### config.mk
export PLATFORM = sky130hd
export DESIGN_NAME = sram_bus_ctrl_flat
export DESIGN_NICKNAME = d
export VERILOG_FILES = /design/src/rtl/sram_bus_ctrl_if.sv /design/src/rtl/sram_bus_ctrl.sv /design/src/flat_wrapper.sv
export SDC_FILE = /design/constraint.sdc
export NUM_CORES = 1
export LEC_CHECK = 0
export ABC_AREA = 0
export CAP_MARGIN = 20
export CORE_MARGIN = 2
export CORE_UTILIZATION = 30
export DETAILED_ROUTE_END_ITERATION = 10
export GPL_ROUTABILITY_DRIVEN = 0
export PLACE_DENSITY = 0.6
export RECOVER_POWER = 25
export SYNTH_ARGS = -nofsm -noshare
export SYNTH_HDL_FRONTEND = slang
export SYNTH_SLANG_ARGS = --single-unit
### constraint.sdc
create_clock -name clk -period 1.7 [get_ports clk]
set_input_delay 0.425 -clock clk [delete_from_list [all_inputs] [get_ports clk]]
set_output_delay 0.425 -clock clk [all_outputs]
set_load 0.02 [all_outputs]
### src/rtl/sram_bus_ctrl_if.sv
// Host-side bus of the SRAM controller: the serial address load, the request/ack
// handshake and the status outputs.
interface sram_bus_ctrl_if #(
  parameter int ADDR_WIDTH = 21,
  parameter int DATA_WIDTH = 8
);
  logic                  si;
  logic                  sreg_en_n;
  logic                  auto_inc;
  logic                  rd_req;
  logic                  wr_req;
  logic [DATA_WIDTH-1:0] wdata;
  logic [DATA_WIDTH-1:0] rdata;
  logic                  ack;
  logic                  busy;
  logic [ADDR_WIDTH-1:0] cur_addr;

  modport master (
    output si, sreg_en_n, auto_inc, rd_req, wr_req, wdata,
    input  rdata, ack, busy, cur_addr
  );

  modport slave (
    input  si, sreg_en_n, auto_inc, rd_req, wr_req, wdata,
    output rdata, ack, busy, cur_addr
  );
endinterface

### src/rtl/sram_bus_ctrl.sv
// SRAM bus controller: a timed host access engine (setup/strobe/hold) sharing the
// SRAM with a read-only SNES passthrough selected by a mode latch.
module sram_bus_ctrl #(
  parameter int ADDR_WIDTH = 21,
  parameter int DATA_WIDTH = 8,
  parameter int SETUP_CYC  = 1,
  parameter int STROBE_CYC = 2,
  parameter int HOLD_CYC   = 1
) (
  input  logic                  clk,
  input  logic                  reset_n,
  input  logic                  snes_mode,
  sram_bus_ctrl_if.slave        host,
  input  logic [ADDR_WIDTH-1:0] snes_addr,
  input  logic                  snes_rd_n,
  output logic [DATA_WIDTH-1:0] snes_data,
  output logic [ADDR_WIDTH-1:0] sram_addr,
  input  logic [DATA_WIDTH-1:0] sram_din,
  output logic [DATA_WIDTH-1:0] sram_dout,
  output logic                  sram_dout_en,
  output logic                  sram_oe_n,
  output logic                  sram_we_n,
  output logic                  sram_ce_n
);

  localparam logic [2:0] IDLE   = 3'd0;
  localparam logic [2:0] SETUP  = 3'd1;
  localparam logic [2:0] STROBE = 3'd2;
  localparam logic [2:0] HOLD   = 3'd3;
  localparam logic [2:0] DONE   = 3'd4;

  localparam logic [3:0] SETUP_LD  = 4'(SETUP_CYC - 1);
  localparam logic [3:0] STROBE_LD = 4'(STROBE_CYC - 1);
  localparam logic [3:0] HOLD_LD   = (HOLD_CYC > 0) ? 4'(HOLD_CYC - 1) : 4'd0;

  logic [2:0]            state;
  logic [3:0]            cnt;
  logic                  op_wr;
  logic                  mode;
  logic [ADDR_WIDTH-1:0] addr;
  logic [DATA_WIDTH-1:0] wdata_q;
  logic [DATA_WIDTH-1:0] rdata_q;
  logic [DATA_WIDTH-1:0] snes_q;
  logic                  start;
  logic                  active;

  assign start = (state == IDLE) && !mode && (host.wr_req || host.rd_req);

  always_ff @(posedge clk or negedge reset_n) begin
    if (!reset_n) begin
      state   <= IDLE;
      cnt     <= '0;
      op_wr   <= 1'b0;
      mode    <= 1'b0;
      addr    <= '0;
      wdata_q <= '0;
      rdata_q <= '0;
      snes_q  <= '0;
    end else begin
      case (state)
        IDLE: begin
          if (!host.sreg_en_n)
            addr <= {addr[ADDR_WIDTH-2:0], host.si};
          if (start) begin
            state   <= SETUP;
            cnt     <= SETUP_LD;
            op_wr   <= host.wr_req;
            wdata_q <= host.wdata;
          end
        end
        SETUP: begin
          if (cnt == 4'd0) begin
            state <= STROBE;
            cnt   <= STROBE_LD;
          end else begin
            cnt <= cnt - 4'd1;
          end
        end
        STROBE: begin
          if (cnt == 4'd0) begin
            if (!op_wr)
              rdata_q <= sram_din;
            if (HOLD_CYC == 0) begin
              state <= DONE;
            end else begin
              state <= HOLD;
              cnt   <= HOLD_LD;
            end
          end else begin
            cnt <= cnt - 4'd1;
          end
        end
        HOLD: begin
          if (cnt == 4'd0)
            state <= DONE;
          else
            cnt <= cnt - 4'd1;
        end
        DONE: begin
          state <= IDLE;
          if (host.auto_inc)
            addr <= addr + 1'b1;
        end
        default: state <= IDLE;
      endcase

      // Sampling on the DONE->IDLE edge makes a mid-access mode change visible on
      // the very first idle cycle; an accepted request holds the latch for its access.
      if (((state == IDLE) && !start) || (state == DONE))
        mode <= snes_mode;

      if (mode && !snes_rd_n)
        snes_q <= sram_din;
    end
  end

  assign active = (state == SETUP) || (state == STROBE) || (state == HOLD);

  always_comb begin
    sram_addr    = addr;
    sram_ce_n    = 1'b1;
    sram_oe_n    = 1'b1;
    sram_we_n    = 1'b1;
    sram_dout_en = 1'b0;
    if (mode) begin
      sram_addr = snes_addr;
      sram_ce_n = snes_rd_n;
      sram_oe_n = snes_rd_n;
    end else begin
      sram_ce_n    = !active;
      sram_oe_n    = !((state == STROBE) && !op_wr);
      sram_we_n    = !((state == STROBE) && op_wr);
      sram_dout_en = active && op_wr;
    end
  end

  assign sram_dout     = wdata_q;
  assign snes_data     = snes_q;
  assign host.rdata    = rdata_q;
  assign host.ack      = (state == DONE);
  assign host.busy     = (state != IDLE);
  assign host.cur_addr = addr;

endmodule

### src/flat_wrapper.sv
// flat-port wrapper written by rule: the top's interface ports become plain ports
module sram_bus_ctrl_flat 
#(
  parameter int ADDR_WIDTH = 21,
  parameter int DATA_WIDTH = 8,
  parameter int SETUP_CYC  = 1,
  parameter int STROBE_CYC = 2,
  parameter int HOLD_CYC   = 1
)
  (clk, reset_n, snes_mode, snes_addr, snes_rd_n, snes_data, sram_addr, sram_din, sram_dout, sram_dout_en, sram_oe_n, sram_we_n, sram_ce_n, host_si, host_sreg_en_n, host_auto_inc, host_rd_req, host_wr_req, host_wdata, host_rdata, host_ack, host_busy, host_cur_addr);
  sram_bus_ctrl_if #(.ADDR_WIDTH(ADDR_WIDTH), .DATA_WIDTH(DATA_WIDTH)) host_i ();
  input  logic clk;
  input  logic reset_n;
  input  logic snes_mode;
  input  logic [ADDR_WIDTH-1:0] snes_addr;
  input  logic snes_rd_n;
  output logic [DATA_WIDTH-1:0] snes_data;
  output logic [ADDR_WIDTH-1:0] sram_addr;
  input  logic [DATA_WIDTH-1:0] sram_din;
  output logic [DATA_WIDTH-1:0] sram_dout;
  output logic sram_dout_en;
  output logic sram_oe_n;
  output logic sram_we_n;
  output logic sram_ce_n;
  input wire logic [$bits(host_i.si)-1:0] host_si;
  input wire logic [$bits(host_i.sreg_en_n)-1:0] host_sreg_en_n;
  input wire logic [$bits(host_i.auto_inc)-1:0] host_auto_inc;
  input wire logic [$bits(host_i.rd_req)-1:0] host_rd_req;
  input wire logic [$bits(host_i.wr_req)-1:0] host_wr_req;
  input wire logic [$bits(host_i.wdata)-1:0] host_wdata;
  output wire logic [$bits(host_i.rdata)-1:0] host_rdata;
  output wire logic [$bits(host_i.ack)-1:0] host_ack;
  output wire logic [$bits(host_i.busy)-1:0] host_busy;
  output wire logic [$bits(host_i.cur_addr)-1:0] host_cur_addr;
  assign host_i.si = host_si;
  assign host_i.sreg_en_n = host_sreg_en_n;
  assign host_i.auto_inc = host_auto_inc;
  assign host_i.rd_req = host_rd_req;
  assign host_i.wr_req = host_wr_req;
  assign host_i.wdata = host_wdata;
  assign host_rdata = host_i.rdata;
  assign host_ack = host_i.ack;
  assign host_busy = host_i.busy;
  assign host_cur_addr = host_i.cur_addr;
  sram_bus_ctrl #(.ADDR_WIDTH(ADDR_WIDTH), .DATA_WIDTH(DATA_WIDTH), .SETUP_CYC(SETUP_CYC), .STROBE_CYC(STROBE_CYC), .HOLD_CYC(HOLD_CYC)) u_core (.clk(clk), .reset_n(reset_n), .snes_mode(snes_mode), .host(host_i), .snes_addr(snes_addr), .snes_rd_n(snes_rd_n), .snes_data(snes_data), .sram_addr(sram_addr), .sram_din(sram_din), .sram_dout(sram_dout), .sram_dout_en(sram_dout_en), .sram_oe_n(sram_oe_n), .sram_we_n(sram_we_n), .sram_ce_n(sram_ce_n));
endmodule
==> flow_summary_export.csv, run 1 <==
group,metric,value,unit
run_status,status,"finished, violations left",
run_status,violations,"setup timing",
grt,grt_antenna_before_repair,0,
timing,maxSlewHeadroom,43.14,%
clock_network,path_clk_slew,0.11,ns
worst_setup_path,required,1.27,ns
logic_synthesis,ys_top_cells_by_count,"dfrtp_1, mux2_2, nor2_1, nand2_1, o21ai_0",
logic_synthesis,yosysSeqAreaShare,44.15,%
grt,first_global_vias,3180,
logic_synthesis,synth.area.top_cells,"dfrtp_1, mux2_2, o21ai_0",
worst_setup_path,arrival,1.50,ns
pwr,p_int,5.906,mW
logic_synthesis,synthMuxAreaShare,16.68,%
logic_synthesis,yosys_warnings,0,
pwr,p_leak,2.520,nW
final_layout,drive_gt1_share,48.50,%
worst_setup_path,endpoint,"sram_addr[20]",
timing,hold_violations,0,
worst_setup_path,path_cells,"buf_12, buf_16, mux2_4, buf_6",
final_layout,n_antenna_cell,0,
worst_setup_path,r2r_slack,-0.21,ns
logic_synthesis,syn_area_per_cell,10.20,um^2
logic_synthesis,synth_xor_area_share,0.2862,%
placement,place_hpwl,7354,um
die,die_y,105,um
worst_setup_path,cp-startpoint,"u_core.mode",
timing,rsz0062_at_grt,"yes",
timing,layout_setup_ws,-0.2285,ns
placement,io_buffers,117,
grt,grt_max_degree,19,
die,start_util,31.17,%
clock_network,cts_sinks,54,
logic_synthesis,synth_top_family_by_area,"compound AO/OA/AOI/OAI gates",
worst_setup_path,r2r-end,"u_core.host.cur_addr[18]",
min_path,hp-class,"input port to async pin",
worst_setup_path,crit_family,"flip-flops",
worst_setup_path,r2r_cells,5,
drt,ant_nets,0,
timing,setup_violations,53,
pwr,power_frac_clock,8.9,%
logic_synthesis,ys_types,62,
worst_setup_path,cp_num_cells,4,
worst_setup_path,crit_path_top_delay_cell,"dfrtp_2",
logic_synthesis,netlist_area,3060,um^2
pwr,swShare,42.42,%
worst_setup_path,critPathCaptureType,"output pin",
timing,fmax,518.5,MHz
drt,wl,10690,um
timing,worstMarginPinSlew,0.8530,ns
drt,routedWlPerCell,16.85,um
die,ioPinCount,118,
drt,drc,0,
drt,via_count,3198,
die,die_area,11030,um^2
logic_synthesis,synth_top_area_share,44.15,%
drt,firstDrtPassIters,4,
pwr,pwr-share-seq,22.9,%
logic_synthesis,yosys.area.top_type,"dfrtp_1",
grt,grt_pass1_wl,16420,um
drt,drt_iter0_markers,143,
pwr,peakVddDrop,0.6745,mV
job,max-cap-violations,0,
logic_synthesis,synth_edf_count,0,
worst_setup_path,path_max_fanout,5,
pwr,power_density,1817,nW/um^2
die,rows,36,
grt,grt_usage,18.39,%
timing,skew,0.01502,ns
timing,period_share,113.4,%
worst_setup_path,cp-start-kind,"register",
logic_synthesis,yosysMostFrequentCell,"dfrtp_1",
pwr,power.switching,4.351,mW
timing,slew_violations,0,
clock_network,root_buffer,"clkbuf_8",
worst_setup_path,crit_type,"register to output pin",
clock_network,cts_tree,"done",
clock_network,cts_htree_levels,2,
final_layout,area_growth,84.46,%
timing,fin_setup_tns,-6.689,ns
die,die_width,105,um
logic_synthesis,synth-simple-area-share,15.49,%
grt,overflow,0,
logic_synthesis,yosys.area_share.adder,1.226,%
worst_setup_path,slowest_delay,0.47,ns
logic_synthesis,synthFlopType,"dfrtp_1",
pwr,combPwrFrac,68.1,%
worst_setup_path,critical_path_buf_inv_count,3,
logic_synthesis,synth_cells,300,
logic_synthesis,synthArstFlopShare,100.0,%
drt,drt-vias-per-instance,5.044,
final_layout,fill_cells,896,
logic_synthesis,synth_nets,349,
logic_synthesis,synth-seq-cells,54,
timing,fin_crit,1.928,ns
die,core_area,9819,um^2
timing,hold_ws,0.1700,ns
clock_network,clock_path_buffers,2,
clock_network,cts_buffers,5,
worst_setup_path,r2r-start,"u_core.state[0]",
clock_network,clk_latency,0.33,ns
final_layout,fin_nets,549,
logic_synthesis,synth_compound_area_share,17.66,%
==> how the worst min path moves through the flow <==
stage,startpoint,to,slack [ns],cells after the start
4_1_cts,reset_n,u_core.host.cur_addr[4],0.006,1
3_5_place_dp,reset_n,u_core.host.cur_addr[17],0.36,1
3_3_place_gp,reset_n,u_core.host.cur_addr[17],0.37,1
6_report,reset_n,u_core.host.cur_addr[3],0.17,1
5_1_grt,reset_n,u_core.host.cur_addr[4],0.24,1
2_1_floorplan,reset_n,u_core.cnt[0],0.13,0
==> per-layer routing <==
layer	routed length, um	GRT usage, %	part of all wire, %
met1	4588	23.78	43
met2	5495	31.91	51
met3	420	2.994	3.9
met4	180	4.667	1.7
met5	0	0	0
==> worst register-to-register path: cells and delay by family, from the launching register on <==
| family | cells | cell delay, ns |
|---|---|---|
| AO/OA/AOI/OAI | 2 | 0.24 |
| buffers and inverters | 1 | 0.15 |
| AND/OR/NAND/NOR | 1 | 0.57 |
| flip-flops | 1 | 0.50 |
| multiplexers | 1 | 0.33 |
==> state kept, by name, summed over array words and instances, names as in the netlist <==
| name | flops |
|---|---|
| u_core.op_wr | 1 |
| u_core.state | 3 |
| u_core.mode | 1 |
| u_core.host.cur_addr | 21 |
| u_core.cnt | 4 |
| u_core.sram_dout | 8 |
| u_core.snes_data | 8 |
| u_core.host.rdata | 8 |
==> power groups by stage <==
stage                     logic (mW)  registers [mW]  clock network [mW]
final                           6.99            2.35               0.917
after global routing            7.42            2.44               0.994
after CTS                       6.26            2.35               0.934
after detailed placement        5.95            2.36                   0
after global placement          5.88            2.33                   0
after floorplan                 2.42            2.92                   0
==> cell type report <==
| type | instances | area (um^2) | area share, % |
|---|---|---|---|
| multi-input combinational | 217 | 1949 | 34.53 |
| inverter | 9 | 36.28 | 0.6427 |
| tap | 133 | 166.4 | 2.948 |
| sequential | 54 | 1359 | 24.07 |
| clock buffer | 5 | 68.82 | 1.219 |
| clock inverter | 3 | 47.55 | 0.8422 |
| timing repair buffer | 213 | 2018 | 35.75 |
==> cell usage in the layout, fill, tap and decap left out, types with 3 or more instances in the layout <==
master	n
a21o_1	4
a31oi_1	9
o21ai_2	6
and3_1	3
mux2_4	10
dfrtp_2	6
mux2_2	35
or2_4	3
o21ai_0	3
clkbuf_8	5
buf_4	68
o211ai_1	4
o21ai_1	10
nand3_1	6
nand3_2	3
ha_1	3
nor4_4	3
nand2_2	6
clkdlybuf4s50_1	44
clkdlybuf4s15_1	3
nor3_1	7
buf_6	39
inv_1	7
dfrtp_1	48
nand2_1	13
nor2_4	5
a21oi_1	5
a211oi_1	3
clkbuf_1	3
buf_2	5
nor2_1	15
dlygate4sd2_1	39
buf_12	6
a21oi_2	4
==> cells by family after synthesis <==
family | count (synthesis)
AOI/OAI and AO/OA | 78
xor gates and xnor gates | 1
adders and majority gates | 3
buffers and inverters | 29
DFF | 54
muxes | 45
and+or+nand+nor | 90
==> repair_timing <==
item                                    CTS  global route
pin swaps                                19            20
resized for setup                       245            89
endpoints found under the setup margin   98            64
hold buffers                              0             0
setup buffers                            14            12
gates cloned                              2             1
==> metrics by stage <==
step | total power [mW] | instance area [um^2] | cells | setup WS [ns] | utilization, %
2_1_floorplan | 5.341 | 3090 | 300 | -0.01163 | -
3_3_place_gp | 8.214 | 4890 | 601 | -0.3832 | 49.80
3_5_place_dp | 8.309 | 4890 | 601 | -0.4113 | 49.80
4_1_cts | 9.544 | 5241 | 623 | -0.2288 | 53.38
5_1_grt | 10.85 | 5645 | 634 | -0.2600 | 57.49
6_report | 10.26 | 5645 | 634 | -0.2285 | 57.49
No activity file was read; power rests on OpenSTA's default activity.
==> run 2, diff against run 1 <==
--- a/config.mk
+++ b/config.mk
@@ -16,3 +16,4 @@
 export SYNTH_ARGS = -nofsm -noshare
 export SYNTH_HDL_FRONTEND = slang
 export SYNTH_SLANG_ARGS = --single-unit
+export TNS_END_PERCENT = 1
==> run 2 against run 1 <==
The run still ends with setup timing left. Worst hold slack better by 0.33 ns. Fmax is 0.18% higher. Sequential share of layout area up 2.5 points. Die area unchanged.
==> flow_summary_export.csv, run 2 (synthesis gave the netlist of run 1 again) <==
group,metric,value,unit
drt,routedWlPerCell,16.23,um
worst_setup_path,crit_path_top_delay_cell,"dfrtp_2",
job,max-cap-violations,0,
timing,worstMarginPinSlew,1.406,ns
grt,grt_antenna_before_repair,0,
grt,first_global_vias,3057,
final_layout,fin_nets,527,
final_layout,layout_commonest_cell,"buf_4",
clock_network,cts_tree,"done",
worst_setup_path,path_cells,"buf_12, buf_12, mux2_4, buf_6",
placement,post_dp_cell_area,4856,um^2
clock_network,cts_sinks,54,
final_layout,fin_area,5104,um^2
timing,layout_setup_ws,-0.2250,ns
timing,rsz0062_at_grt,"yes",
timing,hold_violations,0,
timing,slew_violations,0,
worst_setup_path,path_max_fanout,6,
run_status,violations,"setup timing",
pwr,pwr-share-seq,25.1,%
pwr,power_density,1792,nW/um^2
die,die_area,11030,um^2
timing,fin_setup_tns,-5.958,ns
final_layout,layout_common_cells,"buf_4, dfrtp_1, clkdlybuf4s50_1",
clock_network,path_clk_slew,0.10,ns
drt,via_count,3066,
worst_setup_path,r2r_cells,6,
pwr,swShare,43.28,%
worst_setup_path,slowest_delay,0.46,ns
worst_setup_path,crit_family,"flip-flops",
placement,io_buffers,117,
clock_network,cts_buffers,5,
clock_network,clock_path_buffers,2,
worst_setup_path,required,1.27,ns
worst_setup_path,path_common_cell,"buf_12",
worst_setup_path,r2r_slack,-0.17,ns
grt,overflow,0,
worst_setup_path,crit_type,"register to output pin",
die,start_util,31.17,%
drt,wl,9933,um
worst_setup_path,critPathCaptureType,"output pin",
final_layout,fill_cells,987,
min_path,hp-class,"input port to async pin",
timing,setup_violations,46,
worst_setup_path,r2r-end,"u_core.host.cur_addr[18]",
clock_network,cts_hold_buffers,0,
timing,maxSlewHeadroom,6.288,%
placement,place_hpwl,7283,um
clock_network,clk_latency,0.31,ns
worst_setup_path,critical_path_buf_inv_count,3,
die,rows,36,
pwr,p_int,5.187,mW
drt,ant_nets,0,
timing,period_share,113.2,%
final_layout,drive_gt1_share,39.67,%
pwr,p_leak,2.291,nW
pwr,total_power,9.144,mW
die,die_width,105,um
worst_setup_path,arrival,1.50,ns
final_layout,finish.utilization,51.98,%
clock_network,root_buffer,"clkbuf_8",
grt,grt_max_degree,55,
final_layout,area_growth,66.76,%
clock_network,cts_htree_levels,2,
drt,drt_iter0_markers,91,
timing,fmax,519.5,MHz
worst_setup_path,r2r-start,"u_core.state[0]",
run_status,status,"finished, violations left",
grt,grt_pass1_wl,15640,um
drt,drt-vias-per-instance,5.010,
die,die_y,105,um
pwr,power.switching,3.958,mW
pwr,peakVddDrop,0.7518,mV
final_layout,seqCellArea,1355,um^2
pwr,power_frac_clock,8.7,%
pwr,combPwrFrac,66.2,%
die,core_area,9819,um^2
die,ioPinCount,118,
final_layout,n_antenna_cell,0,
timing,fin_crit,1.925,ns
drt,firstDrtPassIters,4,
final_layout,multi_input_area,1704,um^2
final_layout,largest_reg_flops,21,
worst_setup_path,cp-start-kind,"register",
timing,skew,0.009432,ns
drt,drc,0,
grt,grt_usage,17.33,%
run 2: timing repair:
| action | CTS | global route |
|---|---|---|
| pin swaps | 5 | 4 |
| buffers inserted | 3 | 1 |
| gates cloned | 1 | 1 |
| resized for setup | 192 | 46 |
| endpoints found under the setup margin | 94 | 64 |
run 2: power groups by stage:
stage	sequential, mW	clock [mW]	combinational (mW)
after floorplan	2.91	0	2.40
after global placement	2.30	0	5.92
after detailed placement	2.32	0	6.00
after CTS	2.28	0.823	5.73
after global routing	2.40	0.871	6.45
final	2.30	0.792	6.06
run 2: worst max path at each step:
stage	start	end	slack [ns]	depth (start not counted)
after floorplan	u_core.host.cur_addr[0]	u_core.host.cur_addr[10]	-0.07	6
after global placement	snes_rd_n	sram_oe_n	-0.40	4
after detailed placement	snes_rd_n	sram_oe_n	-0.40	4
after CTS	u_core.mode	sram_addr[3]	-0.23	4
after global routing	u_core.mode	sram_dout_en	-0.28	4
final	u_core.mode	sram_addr[3]	-0.23	4
run 2: cell type report:
| type | count | share of cell area [%] |
|---|---|---|
| sequential | 54 | 26.55 |
| tap | 133 | 3.261 |
| timing repair buffer | 191 | 34.08 |
| inverter | 9 | 0.7600 |
| clock buffer | 6 | 1.618 |
| clock inverter | 2 | 0.3432 |
| multi-input combinational | 217 | 33.39 |
run 2: per-stage QoR:
stage               instances  hold slack [ns]  worst slack, ns
finish                    612           0.5048          -0.2250
CTS                       610           0.1117          -0.2338
floorplan                 300           0.1294         -0.06901
detailed placement        598           0.4560          -0.4025
global route              612           0.5306          -0.2830
global placement          598           0.4491          -0.4004
run 2: per-layer routing:
layer | wire [um] | up-vias | track usage [%]
met5 | 0 | - | 0
met4 | 82 | 0 | 3.524
met3 | 312 | 6 | 3.057
met2 | 4967 | 54 | 29.04
met1 | 4570 | 1522 | 23.47
li1 | - | 1484 | -
